### config.mk
export PLATFORM = sky130hd
export DESIGN_NAME = spi_peripheral
export DESIGN_NICKNAME = d
export VERILOG_FILES = /design/src/rtl/spi_peripheral.sv
export SDC_FILE = /design/constraint.sdc
export NUM_CORES = 1
export LEC_CHECK = 0
export CORE_MARGIN = 2
export CORE_UTILIZATION = 57
export CTS_CLUSTER_DIAMETER = 100
export DETAILED_ROUTE_END_ITERATION = 7
export PLACE_DENSITY = 0.95
export SKIP_LAST_GASP = 1
export SLEW_MARGIN = 40
export SYNTH_ARGS = -nofsm -noshare
export SYNTH_HDL_FRONTEND = slang
export SYNTH_SLANG_ARGS = --single-unit
### constraint.sdc
create_clock -name clk -period 3.77 [get_ports clk]
set_input_delay 0.9425 -clock clk [delete_from_list [all_inputs] [get_ports clk]]
set_output_delay 0.9425 -clock clk [all_outputs]
set_load 0.1 [all_outputs]
### src/rtl/spi_peripheral.sv
// spi_peripheral: SPI register-write target feeding the PWM block.
// Five 8-bit registers at addresses 0x00-0x04, written by 16-bit frames
// {rw, addr[6:0], data[7:0]} sent MSB first. All SPI pins are asynchronous
// and are sampled into the clk domain; clk must run at least 4x sclk.
// Optional feature: define SPI_READBACK_EN to answer rw=0 frames on cipo.
module spi_peripheral #(
    parameter int MAX_ADDR = 4
) (
    input  logic       clk,
    input  logic       rst,
    input  logic       sclk,
    input  logic       copi,
    input  logic       ncs,
    output logic       cipo,
    output logic [7:0] en_reg_out_7_0,
    output logic [7:0] en_reg_out_15_8,
    output logic [7:0] en_reg_pwm_7_0,
    output logic [7:0] en_reg_pwm_15_8,
    output logic [7:0] pwm_duty_cycle,
    output logic       wr_strobe,
    output logic       frame_err
);
    localparam logic [6:0] MAX_A = 7'(MAX_ADDR);
    localparam logic [6:0] NUM_REGS = 7'd5;

    logic [2:0]  sclk_q;
    logic [2:0]  ncs_q;
    logic [1:0]  copi_q;
    logic        sclk_rise, ncs_fall, ncs_rise, ncs_s, copi_s;

    logic        in_frame;
    logic [4:0]  bit_cnt;
    logic [15:0] shreg;
    logic        ovf;
    logic [7:0]  regs [0:4];

    logic        len_ok, rw, addr_ok, wr_ok, rd_valid, do_commit, do_err;
    logic [6:0]  addr;

    // Two synchronizer flops per pin, plus a history flop for edge detection.
    always_ff @(posedge clk) begin
        if (rst) begin
            sclk_q <= '0;
            ncs_q  <= '0;
            copi_q <= '0;
        end else begin
            sclk_q <= {sclk_q[1:0], sclk};
            ncs_q  <= {ncs_q[1:0], ncs};
            copi_q <= {copi_q[0], copi};
        end
    end

    assign ncs_s     = ncs_q[1];
    assign copi_s    = copi_q[1];
    assign sclk_rise = sclk_q[1] & ~sclk_q[2];
    assign ncs_fall  = ~ncs_q[1] & ncs_q[2];
    assign ncs_rise  = ncs_q[1] & ~ncs_q[2];

    // Frame capture. in_frame is only set by a real falling edge, so a frame
    // cut by reset, or ncs already low at reset release, is never evaluated.
    always_ff @(posedge clk) begin
        if (rst) begin
            in_frame <= 1'b0;
            bit_cnt  <= '0;
            shreg    <= '0;
            ovf      <= 1'b0;
        end else if (ncs_fall) begin
            in_frame <= 1'b1;
            bit_cnt  <= '0;
            shreg    <= '0;
            ovf      <= 1'b0;
        end else if (ncs_rise) begin
            in_frame <= 1'b0;
        end else if (in_frame && !ncs_s && sclk_rise) begin
            shreg <= {shreg[14:0], copi_s};
            if (bit_cnt == 5'd16) ovf <= 1'b1;
            else                  bit_cnt <= bit_cnt + 5'd1;
        end
    end

    assign rw      = shreg[15];
    assign addr    = shreg[14:8];
    assign len_ok  = (bit_cnt == 5'd16) && !ovf;
    assign addr_ok = (addr <= MAX_A);
    assign wr_ok   = len_ok && rw && addr_ok;
`ifdef SPI_READBACK_EN
    assign rd_valid = len_ok && !rw && addr_ok;
`else
    assign rd_valid = 1'b0;
`endif
    assign do_commit = ncs_rise && in_frame && wr_ok;
    assign do_err    = ncs_rise && in_frame && !wr_ok && !rd_valid;

    // Register file and the one-cycle commit / discard pulses.
    always_ff @(posedge clk) begin
        if (rst) begin
            for (int i = 0; i < 5; i++) regs[i] <= 8'h00;
            wr_strobe <= 1'b0;
            frame_err <= 1'b0;
        end else begin
            wr_strobe <= do_commit;
            frame_err <= do_err;
            if (do_commit && addr < NUM_REGS) regs[addr[2:0]] <= shreg[7:0];
        end
    end

    assign en_reg_out_7_0  = regs[0];
    assign en_reg_out_15_8 = regs[1];
    assign en_reg_pwm_7_0  = regs[2];
    assign en_reg_pwm_15_8 = regs[3];
    assign pwm_duty_cycle  = regs[4];

`ifdef SPI_READBACK_EN
    logic       sclk_fall, rd_hit, tx_on, cipo_q;
    logic [7:0] rd_data, tx_sr;

    assign sclk_fall = ~sclk_q[1] & sclk_q[2];
    // Header byte is complete once 8 bits are in: shreg[7] = rw, [6:0] = addr.
    assign rd_hit    = !shreg[7] && (shreg[6:0] <= MAX_A);
    assign rd_data   = (shreg[6:0] < NUM_REGS) ? regs[shreg[2:0]] : 8'h00;

    // Read data leaves on falling sclk so the controller samples it on rising.
    always_ff @(posedge clk) begin
        if (rst || !in_frame || ncs_s) begin
            cipo_q <= 1'b0;
            tx_on  <= 1'b0;
            tx_sr  <= '0;
        end else if (sclk_fall) begin
            if (bit_cnt == 5'd8 && !ovf) begin
                tx_on  <= rd_hit;
                cipo_q <= rd_hit & rd_data[7];
                tx_sr  <= {rd_data[6:0], 1'b0};
            end else if (tx_on && bit_cnt < 5'd16) begin
                cipo_q <= tx_sr[7];
                tx_sr  <= {tx_sr[6:0], 1'b0};
            end else begin
                cipo_q <= 1'b0;
                tx_on  <= 1'b0;
            end
        end
    end

    assign cipo = cipo_q;
`else
    assign cipo = 1'b0;
`endif

endmodule

# --- After elaboration in Yosys (flattened, before gate mapping) ---
# Memories as Yosys holds them, arrays and structs flattened.
# Index checks and enable logic that the tools add are counted.
totals:
  reg_bits: 33
  ram_bits: 40
  memories: 1
memory_table:
  columns: ["memory", "words", "width", "read_ports", "rd_clocked_by_memory_dff", "wr", "line_no", "rtl"]
  rows:
  - ["regs", 5, 8, 5, 0, 5, "35", "logic [7:0] regs [0:4];"]
classes:
  addsub: 1
  order_cmp: 2
  eq_ne: 1
  n_mux: 10
  bitwise: 8
  n_reduce_logical: 18
ops:
  columns: ["op", "n"]
  rows:
  - ["$logic_and 1x1->1", 9]
  - ["$mux 1", 8]
  - ["$mux 8", 1]
  - ["$reduce_or 8->1", 1]
  - ["$le 7x3->1 const B", 1]
  - ["$lt 7x3->1 const B", 1]
  - ["$reduce_and 3->1", 2]
  - ["$add 5x1->5 const B", 1]
  - ["$eq 5x5->1 const B", 1]
  - ["$not 1->1", 5]
  - ["$and 1x1->1", 3]
  - ["$logic_not 1->1", 3]
  - ["$mux 3", 1]
  - ["$reduce_and 2->1", 1]
  - ["$reduce_bool 2->1", 1]
  - ["$reduce_or 2->1", 1]

# --- Logic depth before layout (Yosys ltp) ---
depth:
  ltp_word: 11
  mapped_depth: 7
  ltp_nobuf: 5

# --- Worst setup path before layout ---
# Ideal clock, no wire load.
synth_timing:
  path_kind: "input port to flip-flop"
  from: "input rst"
  to: "memory regs[2][0], enable pin"
  setup_ns: 0.384
  arrival_time_ns: 2.177
  t_required_ns: 3.386
  setup_slack_ns: 1.209
  cell_stages: 3
  path_buffers: 0
  path_cell_list: "and3b_1 > nand4_1 > o21ai_0"
synth_rtl:
  columns: ["element", "line_no", "rtl"]
  rows:
  - ["start, declared", "10", "input logic rst,"]
  - ["end, declared", "35", null]

==> summary.md <==
| Metric | Value |
|---|---|
| Outcome | `finished clean` |
| Fin. Hold Viols | `0` |
| Most frequent CP cell | `buf_4` |
| WHS | `0.453 ns` |
| Layout cell share with drive strength beyond 1 | `23.1%` |
| Synth Flop Type | `edfxtp_1` |
| Post-layout util | `69.1%` |
| Min-delay worst type | `reg2reg` |
| Req. time, crit path | `3.84 ns` |
| Reg2reg end | `regs[4][1]$_SDFFCE_PN0P_` |
| Clock Sink Count | `73` |
| TritonCTS Buffers | `9` |
| CP Class | `in2reg` |
| Syn Inst Count | `262` |
| GRT overflow | `0` |
| Mean area per synthesized cell | `11.3 µm²` |
| Initial antenna violation count | `0` |
| Pwr Density | `486 nW/µm²` |
| Setup crit end kind | `register` |
| Detail Route Antenna Nets | `0` |
| Leakage | `1.21 nW` |
| Total GRT Usage | `22.0%` |
| Post-Route Skew | `0.00644 ns` |
| TritonCTS clock tree | `done` |
| Worst-skew pair later-pin latency | `0.35 ns` |
| Area after DPL | `3260 µm²` |
| Power, Total | `0.00169 W` |
| Number of synthesized flops with an enable pin | `40` |
| Clock power share | `39.2%` |
| Worst Path Buf+Inv | `3` |
| Crit path from | `rst` |
| Post-cts sizing count | `0` |
| Final Max Slew Viols | `0` |
| FF/Latch Area | `1860 µm²` |
| Area of the multi-input gates | `951 µm²` |
| DRT Pass-1 Iters | `5` |
| First-pass GRT wire length | `9830 µm` |
| Largest net degree at the start of global routing | `38` |
| Core ar. | `5040 µm²` |
| CP max FO | `37` |
| FF-to-FF setup slack | `1.57 ns` |
| Final Cycle Share | `71.0%` |
| CP Depth | `6` |
| Slowest-stage cell, CP | `clkdlybuf4s50_1` |
| Layout Area Growth over Synthesis | `18.2%` |
| Setup TNS | `0 ns` |
| # hold bufs at CTS | `0` |
| Sw frac | `26.2%` |
| Vias in the first global route | `1973` |
| Async S/R FF share, synth | `0%` |
| Die Y | `75.9 µm` |
| Max Buffers Root-to-Sink | `2` |
| Die X | `75.9 µm` |
| ANT cells | `0` |
| Worst r2r src | `ncs_q[1]$_SDFF_PP0_` |
| RD Place Congestion | `0.862` |
| Row cnt | `26` |
| Post-synth cell types | `39` |
| Top-Level Pins | `48` |
| Max-cap viol count | `0` |
| Least-Margin Pin Slew | `0.697 ns` |
| Peak supply drop | `0.358 mV` |
| Reg clk slew, reported paths | `0.07 ns` |
| Final WL | `5840 µm` |
| Seq/Total Area, Yosys | `63.1%` |
| Worst r2r path cells | `5` |
| RSZ-0062 raised after global routing | `false` |
| Routed wire per std cell | `15.1 µm` |
| Die Area | `5770 µm²` |
| Design area | `3490 µm²` |
| Hpwl dp | `4020 µm` |
| IO Port Bufs | `46` |
| DR DRC count | `0` |
| Mapped Nets | `271` |
| Synth Cell Area | `2950 µm²` |
| #FFs+latches synth | `73` |
| Relative slew slack | `53.5%` |
| Root buf cell | `clkbuf_8` |
| Vias/cell | `5.57` |
| P_sw | `0.000443 W` |
| Max stage delay on crit path | `0.39 ns` |
| Endpoints failing setup | `0` |
| Top Family by Delay on Critical Path | `buffers and inverters` |
| Critical Path Sink | `regs[4][1]$_SDFFCE_PN0P_` |
| Initial core utilization | `58.5%` |
| CP Cell Sequence | `clkdlybuf4s50_1 -> buf_4 -> and3b_1 -> nand3_4 -> o31ai_1 -> buf_4` |
| Logic gate share of total power | `10.1%` |
| CTS H-tree depth | `3` |
| Pint | `0.00125 W` |
| Final net count | `320` |
| Period minus WS final | `2.67 ns` |
| # fillers | `355` |
| Post-CTS setup buffer count | `0` |
| Synthesis Warnings | `0` |
| Highest Clock Rate | `374 MHz` |
| Seq pwr share | `50.7%` |
| CP startpoint kind | `primary input` |
| DRT iter0 DRCs | `211` |
| Via Count | `2150` |
| Critical Path AT | `2.74 ns` |
==> cells by family after synthesis <==
logic type	synth area share, %
other	0.127
buffers and inverters	4.66
adders and majority gates	1.70
DFF	63.1
AOI/OAI and AO/OA	9.20
and+or+nand+nor	20.5
muxes	0.679
==> area by class of cell <==
class	instances	share of cell area, %
multi-input combinational	158	27.3
clock inverter	7	2.73
tap	70	2.51
sequential	73	53.4
clock buffer	9	3.55
timing repair buffer	54	8.90
inverter	15	1.62
==> metrics by stage <==
step	worst slack [ns]	cells
final	1.10	386
after global routing	0.905	386
after CTS	1.13	385
after detailed placement	0.747	369
after global placement	0.817	369
after floorplan	1.21	262
==> per-layer routing <==
metal  track usage (%)  up-vias  wire (µm)
li1                  -     1053          -
met1              28.2      980       2390
met4              13.3        0        159
met2              34.2      102       2850
met5                 0        -          0
met3              5.00       15        435
==> cells in the mapped netlist (2+ instances only) <==
cell,number,area [µm²]
o31ai_1,8,60.1
buf_1,2,7.51
clkbuf_1,6,22.5
o311ai_1,2,17.5
o21ai_1,10,50.1
a21oi_1,18,90.1
buf_2,5,25.0
edfxtp_1,40,1200
ha_1,4,50.1
nor2_1,15,56.3
nor4b_4,3,71.3
or4_1,2,15.0
buf_4,2,15.0
o21ai_0,8,40.0
nand2_1,15,56.3
nand3_1,17,85.1
nor4_1,8,50.1
inv_1,14,52.6
nor2b_1,7,43.8
nor3_1,24,120
dfxtp_1,33,661
mux2i_1,2,20.0
==> sequential cells by signal (all words and copies together), names as in the netlist <==
register,cells
bit_cnt,5
shreg,16
copi_q,2
in_frame,1
wr_strobe,1
frame_err,1
sclk_q,3
ncs_q,3
ovf,1
regs,40
==> power groups by stage <==
| stage | combinational, W | clock [W] | sequential (W) |
|---|---|---|---|
| floorplan | 0.0000306 | 0 | 0.000990 |
| global placement | 0.000182 | 0 | 0.000878 |
| detailed placement | 0.000170 | 0 | 0.000878 |
| CTS | 0.000170 | 0.000666 | 0.000860 |
| global route | 0.000176 | 0.000696 | 0.000862 |
| finish | 0.000170 | 0.000664 | 0.000859 |
==> how the worst min path moves through the flow <==
stage / start / slack, ns / depth (start not counted) / to
2_1_floorplan: copi_q[0]$_SDFF_PP0_ / 0.41 / 1 / copi_q[1]$_SDFF_PP0_
3_3_place_gp: sclk_q[0]$_SDFF_PP0_ / 0.42 / 1 / sclk_q[1]$_SDFF_PP0_
3_5_place_dp: copi_q[0]$_SDFF_PP0_ / 0.44 / 1 / copi_q[1]$_SDFF_PP0_
4_1_cts: copi_q[0]$_SDFF_PP0_ / 0.45 / 1 / copi_q[1]$_SDFF_PP0_
5_1_grt: copi_q[0]$_SDFF_PP0_ / 0.47 / 1 / copi_q[1]$_SDFF_PP0_
6_report: copi_q[0]$_SDFF_PP0_ / 0.45 / 1 / copi_q[1]$_SDFF_PP0_
==> layout by cell type, fill, tap and decap left out, drive strengths merged <==
cell and instances:
a21oi 18, a31oi 1, and3b 1, and4bb 1, buf 50, bufinv 2
clkbuf 9, clkdlybuf4s50 4, clkinv 5, clkinvlp 1, conb 1, dfxtp 33
edfxtp 40, ha 4, inv 14, mux2i 2, nand2 16, nand2b 1
nand3 18, nand3b 1, nand4 1, nand4bb 1, nor2 15, nor2b 7
nor3 24, nor4 8, nor4b 4, o21a 1, o21ai 18, o311ai 2
o31ai 8, or2 1, or3 1, or4 2, or4b 1
==> worst reg2reg max path: cells and delay by family, from the launching register on <==
family | cells | cell delay (ns)
simple gates | 2 | 0.63
flops | 1 | 0.43
buf+inv | 1 | 0.21
compound gates | 1 | 0.36
fa+ha+maj | 1 | 0.29
(Power assumes the default switching activity.)
